<file path="src/rtl/vga_grid_timing_pkg.sv">
// Shared definitions for the Snake VGA display path: standard mode timings,
// the colour record and the fixed palette used by the grid renderer.
package vga_pkg;

  localparam int unsigned VGA_CW = 4;

  // 640x480 @ 60 Hz, 25.175 MHz
  localparam int unsigned M640_H_SYNC   = 96;
  localparam int unsigned M640_H_BACK   = 48;
  localparam int unsigned M640_H_ACTIVE = 640;
  localparam int unsigned M640_H_FRONT  = 16;
  localparam int unsigned M640_V_SYNC   = 2;
  localparam int unsigned M640_V_BACK   = 33;
  localparam int unsigned M640_V_ACTIVE = 480;
  localparam int unsigned M640_V_FRONT  = 10;

  // 800x600 @ 60 Hz, 40 MHz
  localparam int unsigned M800_H_SYNC   = 128;
  localparam int unsigned M800_H_BACK   = 88;
  localparam int unsigned M800_H_ACTIVE = 800;
  localparam int unsigned M800_H_FRONT  = 40;
  localparam int unsigned M800_V_SYNC   = 4;
  localparam int unsigned M800_V_BACK   = 23;
  localparam int unsigned M800_V_ACTIVE = 600;
  localparam int unsigned M800_V_FRONT  = 1;

  // 1280x1024 @ 60 Hz, 108 MHz
  localparam int unsigned M1280_H_SYNC   = 112;
  localparam int unsigned M1280_H_BACK   = 248;
  localparam int unsigned M1280_H_ACTIVE = 1280;
  localparam int unsigned M1280_H_FRONT  = 48;
  localparam int unsigned M1280_V_SYNC   = 3;
  localparam int unsigned M1280_V_BACK   = 38;
  localparam int unsigned M1280_V_ACTIVE = 1024;
  localparam int unsigned M1280_V_FRONT  = 1;

  typedef struct packed {
    logic [VGA_CW-1:0] r;
    logic [VGA_CW-1:0] g;
    logic [VGA_CW-1:0] b;
  } rgb_t;

  localparam rgb_t BLACK = '{r: '0, g: '0, b: '0};
  localparam rgb_t RED   = '{r: '1, g: '0, b: '0};
  localparam rgb_t GREEN = '{r: '0, g: '1, b: '0};

  // Bar order white, yellow, cyan, green, magenta, red, blue, black falls out
  // of inverting individual index bits.
  function automatic rgb_t bar_colour(input logic [2:0] idx);
    rgb_t c;
    c.r = {VGA_CW{~idx[1]}};
    c.g = {VGA_CW{~idx[2]}};
    c.b = {VGA_CW{~idx[0]}};
    return c;
  endfunction

endpackage

</file>
<file path="src/rtl/vga_grid_timing_if.sv">
// Box-position inputs and video outputs of the grid renderer.
// Optional macro VGA_TEST_PATTERN_EN adds the pattern select line.
interface vga_grid_if #(
  parameter int unsigned CW     = 4,
  parameter int unsigned CNT_W  = 12,
  parameter int unsigned CELL_W = 7
);
  logic [CELL_W-1:0] box_x;
  logic [CELL_W-1:0] box_y;
  logic              box_en;
`ifdef VGA_TEST_PATTERN_EN
  logic              pattern;
`endif
  logic [CW-1:0]     red;
  logic [CW-1:0]     green;
  logic [CW-1:0]     blue;
  logic              hs;
  logic              vs;
  logic              de;
  logic [CNT_W-1:0]  x;
  logic [CNT_W-1:0]  y;
  logic              frame_start;

  // Renderer side
  modport master (
`ifdef VGA_TEST_PATTERN_EN
    input  pattern,
`endif
    input  box_x, box_y, box_en,
    output red, green, blue, hs, vs, de, x, y, frame_start
  );

  // Game logic / display side
  modport slave (
`ifdef VGA_TEST_PATTERN_EN
    output pattern,
`endif
    output box_x, box_y, box_en,
    input  red, green, blue, hs, vs, de, x, y, frame_start
  );
endinterface

</file>
<file path="src/rtl/vga_grid_timing_core.sv">
// Raster counters with registered sync, data-enable and coordinates.
// The unregistered pixel_* view lets the parent compute colour in the same
// stage so that RGB lands aligned with the registered outputs here.
module vga_timing_core #(
  parameter int unsigned H_SYNC   = 112,
  parameter int unsigned H_BACK   = 248,
  parameter int unsigned H_ACTIVE = 1280,
  parameter int unsigned H_FRONT  = 48,
  parameter int unsigned V_SYNC   = 3,
  parameter int unsigned V_BACK   = 38,
  parameter int unsigned V_ACTIVE = 1024,
  parameter int unsigned V_FRONT  = 1,
  parameter int unsigned CNT_W    = 12,
  parameter bit          HS_POL   = 1'b0,
  parameter bit          VS_POL   = 1'b0
) (
  input  logic             I_clk,
  input  logic             I_rst_n,
  output logic             hs,
  output logic             vs,
  output logic             de,
  output logic [CNT_W-1:0] x,
  output logic [CNT_W-1:0] y,
  output logic             frame_start,
  output logic             pix_de,
  output logic [CNT_W-1:0] pix_x,
  output logic [CNT_W-1:0] pix_y,
  output logic             frame_tick
);

  localparam logic [CNT_W-1:0] HLast  = CNT_W'(H_SYNC + H_BACK + H_ACTIVE + H_FRONT - 1);
  localparam logic [CNT_W-1:0] VLast  = CNT_W'(V_SYNC + V_BACK + V_ACTIVE + V_FRONT - 1);
  localparam logic [CNT_W-1:0] HSyncE = CNT_W'(H_SYNC);
  localparam logic [CNT_W-1:0] VSyncE = CNT_W'(V_SYNC);
  localparam logic [CNT_W-1:0] HStart = CNT_W'(H_SYNC + H_BACK);
  localparam logic [CNT_W-1:0] VStart = CNT_W'(V_SYNC + V_BACK);
  localparam logic [CNT_W-1:0] HEnd   = CNT_W'(H_SYNC + H_BACK + H_ACTIVE);
  localparam logic [CNT_W-1:0] VEnd   = CNT_W'(V_SYNC + V_BACK + V_ACTIVE);

  logic [CNT_W-1:0] h_cnt_q, h_cnt_d;
  logic [CNT_W-1:0] v_cnt_q, v_cnt_d;
  logic             h_act, v_act;

  // Next counter state: line counter wraps every line, frame counter on line end
  always_comb begin
    h_cnt_d = (h_cnt_q == HLast) ? '0 : h_cnt_q + CNT_W'(1);
    v_cnt_d = v_cnt_q;
    if (h_cnt_q == HLast) begin
      v_cnt_d = (v_cnt_q == VLast) ? '0 : v_cnt_q + CNT_W'(1);
    end
  end

  // Counter registers
  always_ff @(posedge I_clk or negedge I_rst_n) begin
    if (!I_rst_n) begin
      h_cnt_q <= '0;
      v_cnt_q <= '0;
    end else begin
      h_cnt_q <= h_cnt_d;
      v_cnt_q <= v_cnt_d;
    end
  end

  // Active window and coordinates of the current counter state
  always_comb begin
    h_act      = (h_cnt_q >= HStart) && (h_cnt_q < HEnd);
    v_act      = (v_cnt_q >= VStart) && (v_cnt_q < VEnd);
    pix_de     = h_act && v_act;
    pix_x      = pix_de ? h_cnt_q - HStart : '0;
    pix_y      = pix_de ? v_cnt_q - VStart : '0;
    frame_tick = (h_cnt_q == '0) && (v_cnt_q == '0);
  end

  // Output stage, one cycle behind the counters
  always_ff @(posedge I_clk or negedge I_rst_n) begin
    if (!I_rst_n) begin
      hs          <= ~HS_POL;
      vs          <= ~VS_POL;
      de          <= 1'b0;
      x           <= '0;
      y           <= '0;
      frame_start <= 1'b0;
    end else begin
      hs          <= (h_cnt_q < HSyncE) ? HS_POL : ~HS_POL;
      vs          <= (v_cnt_q < VSyncE) ? VS_POL : ~VS_POL;
      de          <= pix_de;
      x           <= pix_x;
      y           <= pix_y;
      frame_start <= pix_de && (pix_x == '0) && (pix_y == '0);
    end
  end

endmodule

</file>
<file path="src/rtl/vga_grid_timing.sv">
// VGA timing generator plus grid renderer: red one-cell border and one green
// box in cell units, box position latched once per frame to avoid tearing.
// Optional macro VGA_TEST_PATTERN_EN adds frame-latched colour bars.
module vga_grid_timing
  import vga_pkg::*;
#(
  parameter int unsigned H_SYNC    = M1280_H_SYNC,
  parameter int unsigned H_BACK    = M1280_H_BACK,
  parameter int unsigned H_ACTIVE  = M1280_H_ACTIVE,
  parameter int unsigned H_FRONT   = M1280_H_FRONT,
  parameter int unsigned V_SYNC    = M1280_V_SYNC,
  parameter int unsigned V_BACK    = M1280_V_BACK,
  parameter int unsigned V_ACTIVE  = M1280_V_ACTIVE,
  parameter int unsigned V_FRONT   = M1280_V_FRONT,
  parameter int unsigned GRID_LOG2 = 4,
  parameter int unsigned CW        = 4,
  parameter int unsigned CNT_W     = 12,
  parameter int unsigned CELL_W    = 7,
  parameter bit          HS_POL    = 1'b0,
  parameter bit          VS_POL    = 1'b0
) (
  input logic        I_clk,
  input logic        I_rst_n,
  vga_grid_if.master bus
);

  localparam logic [CNT_W-1:0] HLastCell = CNT_W'((H_ACTIVE >> GRID_LOG2) - 1);
  localparam logic [CNT_W-1:0] VLastCell = CNT_W'((V_ACTIVE >> GRID_LOG2) - 1);

  if ((H_ACTIVE % (1 << GRID_LOG2)) != 0 || (V_ACTIVE % (1 << GRID_LOG2)) != 0) begin : g_bad_grid
    $error("H_ACTIVE and V_ACTIVE must be multiples of the grid cell size");
  end

  logic             hs, vs, de, frame_start;
  logic [CNT_W-1:0] x, y;
  logic             pix_de, frame_tick;
  logic [CNT_W-1:0] pix_x, pix_y;

  vga_timing_core #(
    .H_SYNC  (H_SYNC),
    .H_BACK  (H_BACK),
    .H_ACTIVE(H_ACTIVE),
    .H_FRONT (H_FRONT),
    .V_SYNC  (V_SYNC),
    .V_BACK  (V_BACK),
    .V_ACTIVE(V_ACTIVE),
    .V_FRONT (V_FRONT),
    .CNT_W   (CNT_W),
    .HS_POL  (HS_POL),
    .VS_POL  (VS_POL)
  ) u_core (
    .I_clk      (I_clk),
    .I_rst_n    (I_rst_n),
    .hs         (hs),
    .vs         (vs),
    .de         (de),
    .x          (x),
    .y          (y),
    .frame_start(frame_start),
    .pix_de     (pix_de),
    .pix_x      (pix_x),
    .pix_y      (pix_y),
    .frame_tick (frame_tick)
  );

  logic [CELL_W-1:0] box_x_q, box_y_q;
  logic              box_en_q;
`ifdef VGA_TEST_PATTERN_EN
  logic              pattern_q;
  logic [CNT_W-1:0]  bar;
`endif

  // Frame latch: sample game inputs only at raster origin
  always_ff @(posedge I_clk or negedge I_rst_n) begin
    if (!I_rst_n) begin
      box_x_q   <= '0;
      box_y_q   <= '0;
      box_en_q  <= 1'b0;
`ifdef VGA_TEST_PATTERN_EN
      pattern_q <= 1'b0;
`endif
    end else if (frame_tick) begin
      box_x_q   <= bus.box_x;
      box_y_q   <= bus.box_y;
      box_en_q  <= bus.box_en;
`ifdef VGA_TEST_PATTERN_EN
      pattern_q <= bus.pattern;
`endif
    end
  end

  logic [CNT_W-1:0] cell_x, cell_y;
  logic             border, on_box;
  rgb_t             grid_c, pix_c;

  // Colour of the current counter state; border beats box, blanking is black
  always_comb begin
    cell_x = pix_x >> GRID_LOG2;
    cell_y = pix_y >> GRID_LOG2;
    border = (cell_x == '0) || (cell_x == HLastCell) ||
             (cell_y == '0) || (cell_y == VLastCell);
    on_box = box_en_q && (cell_x == CNT_W'(box_x_q)) && (cell_y == CNT_W'(box_y_q));
    if (border)      grid_c = RED;
    else if (on_box) grid_c = GREEN;
    else             grid_c = BLACK;
`ifdef VGA_TEST_PATTERN_EN
    bar = pix_x / CNT_W'(H_ACTIVE / 8);
    if (pattern_q) grid_c = bar_colour(bar[2:0]);
`endif
    pix_c = pix_de ? grid_c : BLACK;
  end

  logic [CW-1:0] red_q, green_q, blue_q;

  // Colour register, aligned with the core's registered outputs
  always_ff @(posedge I_clk or negedge I_rst_n) begin
    if (!I_rst_n) begin
      red_q   <= '0;
      green_q <= '0;
      blue_q  <= '0;
    end else begin
      red_q   <= {CW{|pix_c.r}};
      green_q <= {CW{|pix_c.g}};
      blue_q  <= {CW{|pix_c.b}};
    end
  end

  assign bus.red         = red_q;
  assign bus.green       = green_q;
  assign bus.blue        = blue_q;
  assign bus.hs          = hs;
  assign bus.vs          = vs;
  assign bus.de          = de;
  assign bus.x           = x;
  assign bus.y           = y;
  assign bus.frame_start = frame_start;

endmodule

</file>
<file path="src/flat_wrapper.sv">
// flat-port wrapper written by rule: the top's interface ports become plain ports
module vga_grid_timing_flat import vga_pkg::*;
#(
  parameter int unsigned H_SYNC    = M1280_H_SYNC,
  parameter int unsigned H_BACK    = M1280_H_BACK,
  parameter int unsigned H_ACTIVE  = M1280_H_ACTIVE,
  parameter int unsigned H_FRONT   = M1280_H_FRONT,
  parameter int unsigned V_SYNC    = M1280_V_SYNC,
  parameter int unsigned V_BACK    = M1280_V_BACK,
  parameter int unsigned V_ACTIVE  = M1280_V_ACTIVE,
  parameter int unsigned V_FRONT   = M1280_V_FRONT,
  parameter int unsigned GRID_LOG2 = 4,
  parameter int unsigned CW        = 4,
  parameter int unsigned CNT_W     = 12,
  parameter int unsigned CELL_W    = 7,
  parameter bit          HS_POL    = 1'b0,
  parameter bit          VS_POL    = 1'b0
)
  (I_clk, I_rst_n, bus_box_x, bus_box_y, bus_box_en, bus_red, bus_green, bus_blue, bus_hs, bus_vs, bus_de, bus_x, bus_y, bus_frame_start);
  vga_grid_if #(.CW(CW), .CNT_W(CNT_W), .CELL_W(CELL_W)) bus_i ();
  input logic I_clk;
  input logic I_rst_n;
  input wire logic [$bits(bus_i.box_x)-1:0] bus_box_x;
  input wire logic [$bits(bus_i.box_y)-1:0] bus_box_y;
  input wire logic [$bits(bus_i.box_en)-1:0] bus_box_en;
  output wire logic [$bits(bus_i.red)-1:0] bus_red;
  output wire logic [$bits(bus_i.green)-1:0] bus_green;
  output wire logic [$bits(bus_i.blue)-1:0] bus_blue;
  output wire logic [$bits(bus_i.hs)-1:0] bus_hs;
  output wire logic [$bits(bus_i.vs)-1:0] bus_vs;
  output wire logic [$bits(bus_i.de)-1:0] bus_de;
  output wire logic [$bits(bus_i.x)-1:0] bus_x;
  output wire logic [$bits(bus_i.y)-1:0] bus_y;
  output wire logic [$bits(bus_i.frame_start)-1:0] bus_frame_start;
  assign bus_i.box_x = bus_box_x;
  assign bus_i.box_y = bus_box_y;
  assign bus_i.box_en = bus_box_en;
  assign bus_red = bus_i.red;
  assign bus_green = bus_i.green;
  assign bus_blue = bus_i.blue;
  assign bus_hs = bus_i.hs;
  assign bus_vs = bus_i.vs;
  assign bus_de = bus_i.de;
  assign bus_x = bus_i.x;
  assign bus_y = bus_i.y;
  assign bus_frame_start = bus_i.frame_start;
  vga_grid_timing #(.H_SYNC(H_SYNC), .H_BACK(H_BACK), .H_ACTIVE(H_ACTIVE), .H_FRONT(H_FRONT), .V_SYNC(V_SYNC), .V_BACK(V_BACK), .V_ACTIVE(V_ACTIVE), .V_FRONT(V_FRONT), .GRID_LOG2(GRID_LOG2), .CW(CW), .CNT_W(CNT_W), .CELL_W(CELL_W), .HS_POL(HS_POL), .VS_POL(VS_POL)) u_core (.I_clk(I_clk), .I_rst_n(I_rst_n), .bus(bus_i));
endmodule
</file>
<file path="config.mk">
export PLATFORM = sky130hd
export DESIGN_NAME = vga_grid_timing_flat
export DESIGN_NICKNAME = d
export VERILOG_FILES = /design/src/rtl/vga_grid_timing_pkg.sv /design/src/rtl/vga_grid_timing_if.sv /design/src/rtl/vga_grid_timing_core.sv /design/src/rtl/vga_grid_timing.sv /design/src/flat_wrapper.sv
export SDC_FILE = /design/constraint.sdc
export NUM_CORES = 1
export LEC_CHECK = 0
export ABC_AREA = 1
export BUFFER_PORTS_ARGS = -buffer_cell sky130_fd_sc_hd__buf_4
export CAP_MARGIN = 10
export CORE_MARGIN = 8
export CORE_UTILIZATION = 57
export CTS_CLUSTER_DIAMETER = 120
export DETAILED_ROUTE_END_ITERATION = 7
export PLACE_DENSITY = 0.82
export SLEW_MARGIN = 20
export SYNTH_ARGS = -nofsm -noshare
export SYNTH_HDL_FRONTEND = slang
export SYNTH_HIERARCHICAL = 1
export SYNTH_SLANG_ARGS = --single-unit
</file>
<file path="constraint.sdc">
create_clock -name I_clk -period 3.03 [get_ports I_clk]
set_clock_uncertainty 0.15 [all_clocks]
set_input_delay 0.4545 -clock I_clk [delete_from_list [all_inputs] [get_ports I_clk]]
set_output_delay 0.4545 -clock I_clk [all_outputs]
set_load 0.03 [all_outputs]
</file>
==> flow_metrics.tcl, run 1 <==
set metrics [dict create \
    hp-class "input port to async pin" \
    worstPathRequired_ns 3.16 \
    die_h_um 98.3 \
    layout_commonest_cell "nand2_1" \
    power_density_nw_per_um2 366 \
    area_growth_pct 17.3 \
    cts_tree "done" \
    async_reset_ff_share_pct 100 \
    slew_violations 0 \
    num_antenna_cells 0 \
    crit_type "flop to flop" \
    relSlewSlack_pct 44.4 \
    cts_root_buf "clkbuf_8" \
    die_x_um 98.3 \
    status "complete, no violations" \
    global_route.usage.total_pct 20.2 \
    portBuffers 52 \
    vias 3531 \
    wl_per_cell_um 14.3 \
    wirelength_mm 9.37 \
    cp.arrival_ns 2.89 \
    drv_cap 0 \
    final_cell_mix "143 x nand2_1, 76 x inv_1, 75 x nor2_1" \
    initial_core_util_pct 57.8 \
    row_count 30 \
    numCtsBuffers 9 \
    worst_skew_pair.late_latency_ns 0.34 \
    ys_seq_elements 69 \
    clock_sinks 69 \
    grt_max_degree 70 \
    syn_inst 521 \
    io_pins 57 \
    cp-end-kind "flop" \
    yosysWarningCount 6 \
    postPlaceCellArea_um2 4280 \
    post-route-min-period_ns 2.75 \
    cts-htree-levels 3 \
    synth_edf_count 0 \
    vias_per_cell 5.37 \
    crit_fanout 24 \
    ant_nets 0 \
    clk_pin_slew_ns 0.07 \
    firstDrtPassIters 5 \
    syn-cell-area_um2 3860 \
    finalSetupViolations 0 \
    cts_buffer_depth 2 \
    worstReg2RegStart "u_core/u_core/v_cnt_q[0]" \
    ys_seq_area_share_pct 44.8 \
    setup.worst_path.start "u_core/u_core/v_cnt_q[0]" \
    tightest_slew_ns 0.833 \
    peakVddDrop_mv 0.283 \
    grt.overflow.total 0 \
    max_freq_ghz 0.363 \
    antenna_found_initial 0 \
    synth_ff_type "dfrtp_1" \
    hold_viol 0 \
    first_global_vias 3411 \
    avgSynthCellArea_um2 7.41 \
    grt_pass1_wl_mm 15.9 \
    gp_congestion 0.889 \
    period_share_pct 90.8 \
    finish.instance_area_um2 4530 \
    total_power_mw 1.66 \
    drt-initial-drc-count 257 \
    p_leak_nw 2.40 \
    core_um2 6680 \
    drc 0 \
    holdBufCountCts 0 \
    nNetsFinal 600 \
    dieArea_um2 9660 \
    yosysUniqueCellTypes 41 \
    dp_hpwl_mm 6.81 \
    startpoint_type "flop" \
    drive_gt1_share_pct 18.5 \
]
synthesized netlist by cell type, types with 9 or more instances:
cell type / number / area share (%)
xor2_1: 10 / 2.3
nand2_1: 143 / 14
nand4_1: 9 / 1.5
nor2_1: 81 / 7.9
ha_1: 9 / 2.9
inv_1: 76 / 7.4
dfrtp_1: 67 / 43
nand3_1: 16 / 2.1
nor3_1: 10 / 1.3
a21oi_1: 12 / 1.6
buf_4: 10 / 1.9
o21ai_0: 24 / 3.1
critical path, cell delays in order (launching register included):
cell     delay (ns)
dfrtp_2        0.41
inv_1          0.11
ha_1           0.24
nand2_1        0.12
nand2_1        0.06
nand2_1        0.14
nand2_1        0.14
nand3_1        0.11
nand2_1        0.09
nor2_4         0.16
inv_6          0.13
nor3_4         0.25
inv_1          0.07
nand2_1        0.06
nand2_1        0.05
nor2_1         0.11
nand2_1        0.07
nor2_1         0.08
nand2_1        0.07
nor2_2         0.07
layout make-up:
| type | count | area [um^2] |
|---|---|---|
| clock inverter | 2 | 10.0 |
| multi-input combinational | 358 | 1810 |
| fill | 548 | 2150 |
| sequential | 69 | 1730 |
| inverter | 80 | 305 |
| clock buffer | 12 | 155 |
| tap | 80 | 100 |
| timing repair buffer | 56 | 420 |
state kept, by name, summed over array words and instances, names as in the netlist:
register,cells
u_core/box_en_q,1
u_core/box_x_q,7
u_core/box_y_q,7
u_core/bus.green,1
u_core/bus.red,1
u_core/u_core/de,1
u_core/u_core/frame_start,1
u_core/u_core/h_cnt_q,12
u_core/u_core/hs,1
u_core/u_core/v_cnt_q,12
u_core/u_core/vs,1
u_core/u_core/x,12
u_core/u_core/y,12
logic make-up after synthesis:
| kind of cell | Yosys count | share of synthesized area [%] |
|---|---|---|
| AO/OA/AOI/OAI | 51 | 7.46 |
| flip-flops | 69 | 44.8 |
| adder cells (fa/ha/maj) | 9 | 2.92 |
| XOR/XNOR | 10 | 2.27 |
| other | 1 | 0.0972 |
| buffers and inverters | 97 | 10.8 |
| AND/OR/NAND/NOR | 283 | 31.4 |
| multiplexers | 1 | 0.292 |
power by group:
part / total [mW] / switching (mW) / leakage [nW] / internal (mW)
combinational: 0.0628 / 0.0410 / 1.40 / 0.0217
clock: 0.660 / 0.330 / 0.0881 / 0.330
sequential: 0.937 / 0.00576 / 0.906 / 0.931
stage by stage:
stage                     worst slack, ns   TNS, ns  std cells  hold slack (ns)  util, %
after floorplan                     0.508         0        524          0.00891        -
after global placement              0.180         0        642            0.334     64.0
after detailed placement           0.0409         0        642            0.357     64.0
after CTS                           0.105         0        656           0.0927     66.5
after global routing             -0.00431  -0.00431        657            0.138     67.8
final                               0.278         0        657           0.0639     67.8
routing by layer:
layer / wire length (um) / vias to the layer above / GRT usage [%]
met5: 0 / - / 0
met4: 284 / 0 / 9.45
met3: 729 / 21 / 5.26
met2: 4250 / 164 / 31.6
met1: 4100 / 1628 / 25.6
li1: - / 1718 / -
worst paths after layout:
path | endpoint | slack [ns] | depth (start not counted)
setup / recovery | u_core/bus.green[0] | 0.28 | 19
hold / removal | u_core/u_core/y[10] | 0.06 | 1
setup reg to reg | u_core/bus.green[0] | 0.28 | 19
hold reg to reg | u_core/u_core/h_cnt_q[0] | 0.37 | 1
max in group asynchronous | u_core/u_core/v_cnt_q[0] | 2.08 | 1
min in group I_clk | u_core/box_x_q[0] | 0.16 | 3
timing repair:
action,in CTS,in global routing
pin swaps,0,1
setup endpoints to repair,2,2
resized for setup,1,21
buffers inserted,0,1
Power figures use the tool's default switching activity.
==> run 2: changes to the inputs <==
--- a/config.mk
+++ b/config.mk
@@ -9,10 +9,10 @@
 export BUFFER_PORTS_ARGS = -buffer_cell sky130_fd_sc_hd__buf_4
 export CAP_MARGIN = 10
 export CORE_MARGIN = 8
-export CORE_UTILIZATION = 57
+export CORE_UTILIZATION = 45
 export CTS_CLUSTER_DIAMETER = 120
 export DETAILED_ROUTE_END_ITERATION = 7
-export PLACE_DENSITY = 0.82
+export PLACE_DENSITY = 0.67
 export SLEW_MARGIN = 20
 export SYNTH_ARGS = -nofsm -noshare
 export SYNTH_HDL_FRONTEND = slang
==> run 2 against run 1 <==
Routed wire length shrank 1.0%. Flip-flop and latch count stayed put. Register-to-register slack improved by 0.02 ns. Worst hold slack got worse by 0.015 ns. Via count down 3.9%. Combinational power is 2% lower. Critical path type unchanged. Non-clock buffer count grew 1. Die area increased by 22%.
==> flow_metrics.tcl, run 2 (synthesis results as in run 1) <==
set metrics [dict create \
    status "complete, no violations" \
    multi_input_area_um2 1760 \
    cts_buffer_depth 2 \
    tightest_slew_ns 0.848 \
    dp_hpwl_mm 6.94 \
    path_depth 17 \
    nNetsFinal 601 \
    cp-end-kind "flop" \
    holdBufCountCts 0 \
    startpoint_type "flop" \
    critPathTopFamily "simple AND/OR/NAND/NOR gates" \
    antenna_found_initial 0 \
    drive_gt1_share_pct 18.0 \
    final_cell_mix "142 x nand2_1, 78 x nor2_1, 76 x inv_1" \
    drc 0 \
    initial_core_util_pct 46.7 \
    hp-class "input port to async pin" \
    row_count 33 \
    wirelength_mm 9.27 \
    period_share_pct 90.1 \
    critical_path.cell_chain "inv_1 -> ha_1 -> nand2_1 -> nand2_1 -> nand2_1 -> nand2_2 -> nand3_1 -> nand2_1 -> nor2_4 -> inv_4 -> a21oi_1 -> nor2_1 -> nand4_1 -> nand2_1 -> nand2_1 -> nand2_1 -> nor2_2" \
    cts_tree "done" \
    gp_congestion 0.915 \
    ant_nets 0 \
    io_pins 57 \
    hold_viol 0 \
    max_stage_delay_ns 0.41 \
    crit_buf_inv 2 \
    cpMaxStageDelayCell "dfrtp_2" \
    worst_path_most_repeated_cell "nand2_1" \
    cp.arrival_ns 2.87 \
    clk_pin_slew_ns 0.08 \
    dp_cells 669 \
    relSlewSlack_pct 43.5 \
    area_growth_pct 18.6 \
    finalSetupViolations 0 \
    rsz0062_at_grt "no" \
    wl_per_cell_um 13.6 \
    fin_ws_ns 0.300 \
    global_route.usage.total_pct 16.7 \
    finalSetupTns_ns 0 \
    power_density_nw_per_um2 410 \
    firstDrtPassIters 5 \
    portBuffers 52 \
    slew_violations 0 \
    dp_slack_ns 0.228 \
    post-route-min-period_ns 2.73 \
    final_cells 684 \
    seqCellArea_um2 1730 \
    grt_pass1_wl_mm 15.6 \
    peakVddDrop_mv 0.263 \
    drv_cap 0 \
    p_leak_nw 2.43 \
    grt_max_degree 70 \
    die_h_um 109 \
    core_um2 8260 \
    grt.overflow.total 0 \
    layout_commonest_cell "nand2_1" \
    num-fill-cells 807 \
    die_x_um 109 \
    num_antenna_cells 0 \
    cts-htree-levels 3 \
    drt-initial-drc-count 216 \
    ff2ff_path_depth 17 \
    first_global_vias 3352 \
    max_freq_ghz 0.366 \
    vias 3395 \
    worst_skew_pair.late_latency_ns 0.35 \
    clock_sinks 69 \
    worstPathRequired_ns 3.17 \
    numCtsBuffers 9 \
    dieArea_um2 11800 \
    vias_per_cell 4.96 \
    cts_setup_buffers 0 \
    crit_type "flop to flop" \
    crit_fanout 17 \
    cts_root_buf "clkbuf_8" \
    postLayoutCoreUtil_pct 55.5 \
]
[run 2: cell types whose count changed in the layout (fill, tap and decap cells not counted), sizes merged]
cell	delta
buf	+1
bufinv	+3
clkbuf	-2
[run 2: worst paths after layout]
kind | from | end | slack (ns)
max | u_core/u_core/v_cnt_q[0] | u_core/bus.green[0] | 0.30
min | I_rst_n | u_core/box_y_q[5] | 0.05
max reg2reg | u_core/u_core/v_cnt_q[0] | u_core/bus.green[0] | 0.30
min reg2reg | u_core/u_core/h_cnt_q[0] | u_core/u_core/h_cnt_q[0] | 0.35
max in group asynchronous | I_rst_n | u_core/u_core/v_cnt_q[0] | 2.06
min in group I_clk | bus_box_y[2] | u_core/box_y_q[2] | 0.15
[run 2: final cells by class]
class	instances	share of cell area, %
Inverter	80	6.61
Clock buffer	10	2.79
Timing Repair Buffer	57	9.34
Clock inverter	5	2.19
Multi-Input combinational cell	358	38.4
Sequential cell	69	37.8
Tap cell	105	2.87
[run 2: what timing repair did]
item                                   in CTS  in global routing
gates resized for setup                     0                 11
setup endpoints to repair                   0                  2
endpoints found under the hold margin       0                  0
[run 2: power breakdown]
group          internal [mW]  switching (mW)
logic                 0.0217          0.0399
registers              0.931         0.00560
clock network          0.539           0.341
[run 2: routing by layer]
layer  part of all wire [%]  routed length [um]  GRT usage [%]
met1                     46                4260           20.8
met2                     45                4140           26.2
met3                    7.1                 654           4.72
met4                    2.3                 216           7.82
met5                      0                   0              0
[run 2: metrics by stage]
step                      power, mW  hold slack (ns)  area (um^2)
after floorplan               0.982          0.00891         3870
after detailed placement       1.02            0.338         4320
final                          1.88           0.0484         4580
after CTS                      1.91           0.0839         4550
after global routing           1.95            0.117         4580
after global placement         1.02            0.336         4320
==> run 3: changes to the inputs <==
--- a/config.mk
+++ b/config.mk
@@ -13,6 +13,7 @@
 export CTS_CLUSTER_DIAMETER = 120
 export DETAILED_ROUTE_END_ITERATION = 7
 export PLACE_DENSITY = 0.67
+export REMOVE_ABC_BUFFERS = 1
 export SLEW_MARGIN = 20
 export SYNTH_ARGS = -nofsm -noshare
 export SYNTH_HDL_FRONTEND = slang
==> run 3 against run 2 <==
Final cell count stayed put. Utilization is 0.33 points lower. First-iteration DRC count is 30% lower. Routed wire length is 2.7% lower. Register-to-register slack worse by 0.05 ns. Clock-buffer cell count stayed put. Setup slack worse by 0.047 ns. Global-route usage is 0.73 points lower. Die area stayed put. Critical path depth is 2 higher. Largest cell class unchanged.
==> flow_metrics.tcl, run 3 (synthesis results as in run 1) <==
set metrics [dict create \
    max_freq_ghz 0.360 \
    cts-htree-levels 3 \
    wirelength_mm 9.02 \
    area_growth_pct 17.9 \
    clk_pin_slew_ns 0.08 \
    final_cell_mix "143 x nand2_1, 79 x nor2_1, 76 x inv_1" \
    clock_sinks 69 \
    row_count 33 \
    io_pins 57 \
    startpoint_type "flop" \
    grt_pass1_wl_mm 15.2 \
    vias_per_cell 4.93 \
    firstDrtPassIters 4 \
    dieArea_um2 11800 \
    core_um2 8260 \
    num-fill-cells 802 \
    die_h_um 109 \
    dp_cells 668 \
    status "complete, no violations" \
    drt-initial-drc-count 151 \
    holdBufCountCts 0 \
    nNetsFinal 600 \
    crit_fanout 16 \
    dp_slack_ns 0.247 \
    cts_tree "done" \
    grt_max_degree 70 \
    cp-end-kind "flop" \
    period_share_pct 91.7 \
    crit_type "flop to flop" \
    tightest_slew_ns 0.860 \
    power_density_nw_per_um2 402 \
    worstPathRequired_ns 3.16 \
    relSlewSlack_pct 42.7 \
    num_antenna_cells 0 \
    grt.overflow.total 0 \
    wl_per_cell_um 13.2 \
    fin_ws_ns 0.253 \
    rsz0062_at_grt "yes" \
    ant_nets 0 \
    portBuffers 52 \
    hold_viol 0 \
    peakVddDrop_mv 0.224 \
    cp.arrival_ns 2.90 \
    drc 0 \
    finalSetupTns_ns 0 \
    first_global_vias 3216 \
    layout_commonest_cell "nand2_1" \
    antenna_found_initial 0 \
    dp_hpwl_mm 6.91 \
    post-route-min-period_ns 2.78 \
    hp-class "input port to async pin" \
    global_route.usage.total_pct 16.0 \
    gp_congestion 0.902 \
    p_leak_nw 2.42 \
    total_power_mw 1.83 \
    finalSetupViolations 0 \
    drv_cap 0 \
    drive_gt1_share_pct 17.4 \
    final_cells 684 \
    initial_core_util_pct 46.7 \
    numCtsBuffers 9 \
    die_x_um 109 \
    slew_violations 0 \
    cts_buffer_depth 2 \
    cts_root_buf "clkbuf_8" \
    worst_skew_pair.late_latency_ns 0.34 \
    vias 3370 \
]
run 3: cell types whose count changed in the layout (fill, tap and decap cells not counted), sizes merged:
cell	before	now
bufinv	3	2
clkinv	2	3
buf	57	56
clkinvlp	0	1
run 3: cell type report:
cell class              count  area (um^2)  share of cell area (%)
well taps                 105          131                    2.89
inverters                  80          300                    6.60
repair buffers             56          420                    9.24
clock buffers              10          138                    3.02
clock inverters             6         86.3                    1.90
multi-input cells         358         1750                    38.4
flip-flops and latches     69         1730                    38.0
run 3: power by group:
group | internal, mW | switching [mW] | leakage [nW] | total, mW
registers | 0.931 | 0.00550 | 0.908 | 0.936
logic | 0.0217 | 0.0402 | 1.40 | 0.0619
clock network | 0.484 | 0.349 | 0.112 | 0.833
run 3: worst paths after layout:
path,start,to,slack (ns),cells after the start
worst max-delay path,u_core/u_core/v_cnt_q[0],u_core/bus.green[0],0.25,19
worst min-delay path,I_rst_n,u_core/u_core/x[2],0.07,1
worst max register to register,u_core/u_core/v_cnt_q[0],u_core/bus.green[0],0.25,19
worst min register to register,u_core/u_core/h_cnt_q[0],u_core/u_core/h_cnt_q[0],0.35,1
max in group asynchronous,I_rst_n,u_core/u_core/h_cnt_q[7],2.10,1
min in group I_clk,bus_box_y[1],u_core/box_y_q[1],0.17,3
run 3: routing by layer:
metal	GRT usage, %	vias to the layer above	routed length (um)
li1	-	1711	-
met1	20.2	1542	4020
met2	26.0	104	4240
met3	4.48	13	617
met4	4.89	0	144
met5	0	-	0
run 3: per-stage QoR:
step | instance area [um^2] | hold slack (ns) | utilization [%]
after floorplan | 3760 | 0.00891 | -
after global placement | 4310 | 0.336 | 52.2
after detailed placement | 4310 | 0.348 | 52.2
after CTS | 4540 | 0.101 | 55.0
after global routing | 4550 | 0.140 | 55.1
final | 4550 | 0.0721 | 55.1
run 3: timing repair:
item / 4_1_cts / 5_1_grt
setup endpoints to repair: 0 / 2
buffers inserted: 0 / 0
resized for setup: 0 / 4
run 3: worst max-delay path: stages (launching register included):
cell and delay (ns):
dfrtp_1 0.43, inv_1 0.13, ha_1 0.24, nand2_1 0.12, nand2_1 0.06, nand2_1 0.10, nand2_1 0.12, nand3_1 0.09
nand2_1 0.06, nor2_2 0.14, inv_2 0.14, nor2_1 0.33, inv_1 0.09, nand2_1 0.08, nand2_1 0.06, nor2_1 0.09
nand2_1 0.07, nor2_2 0.07, nand2_1 0.06, nor2_2 0.08
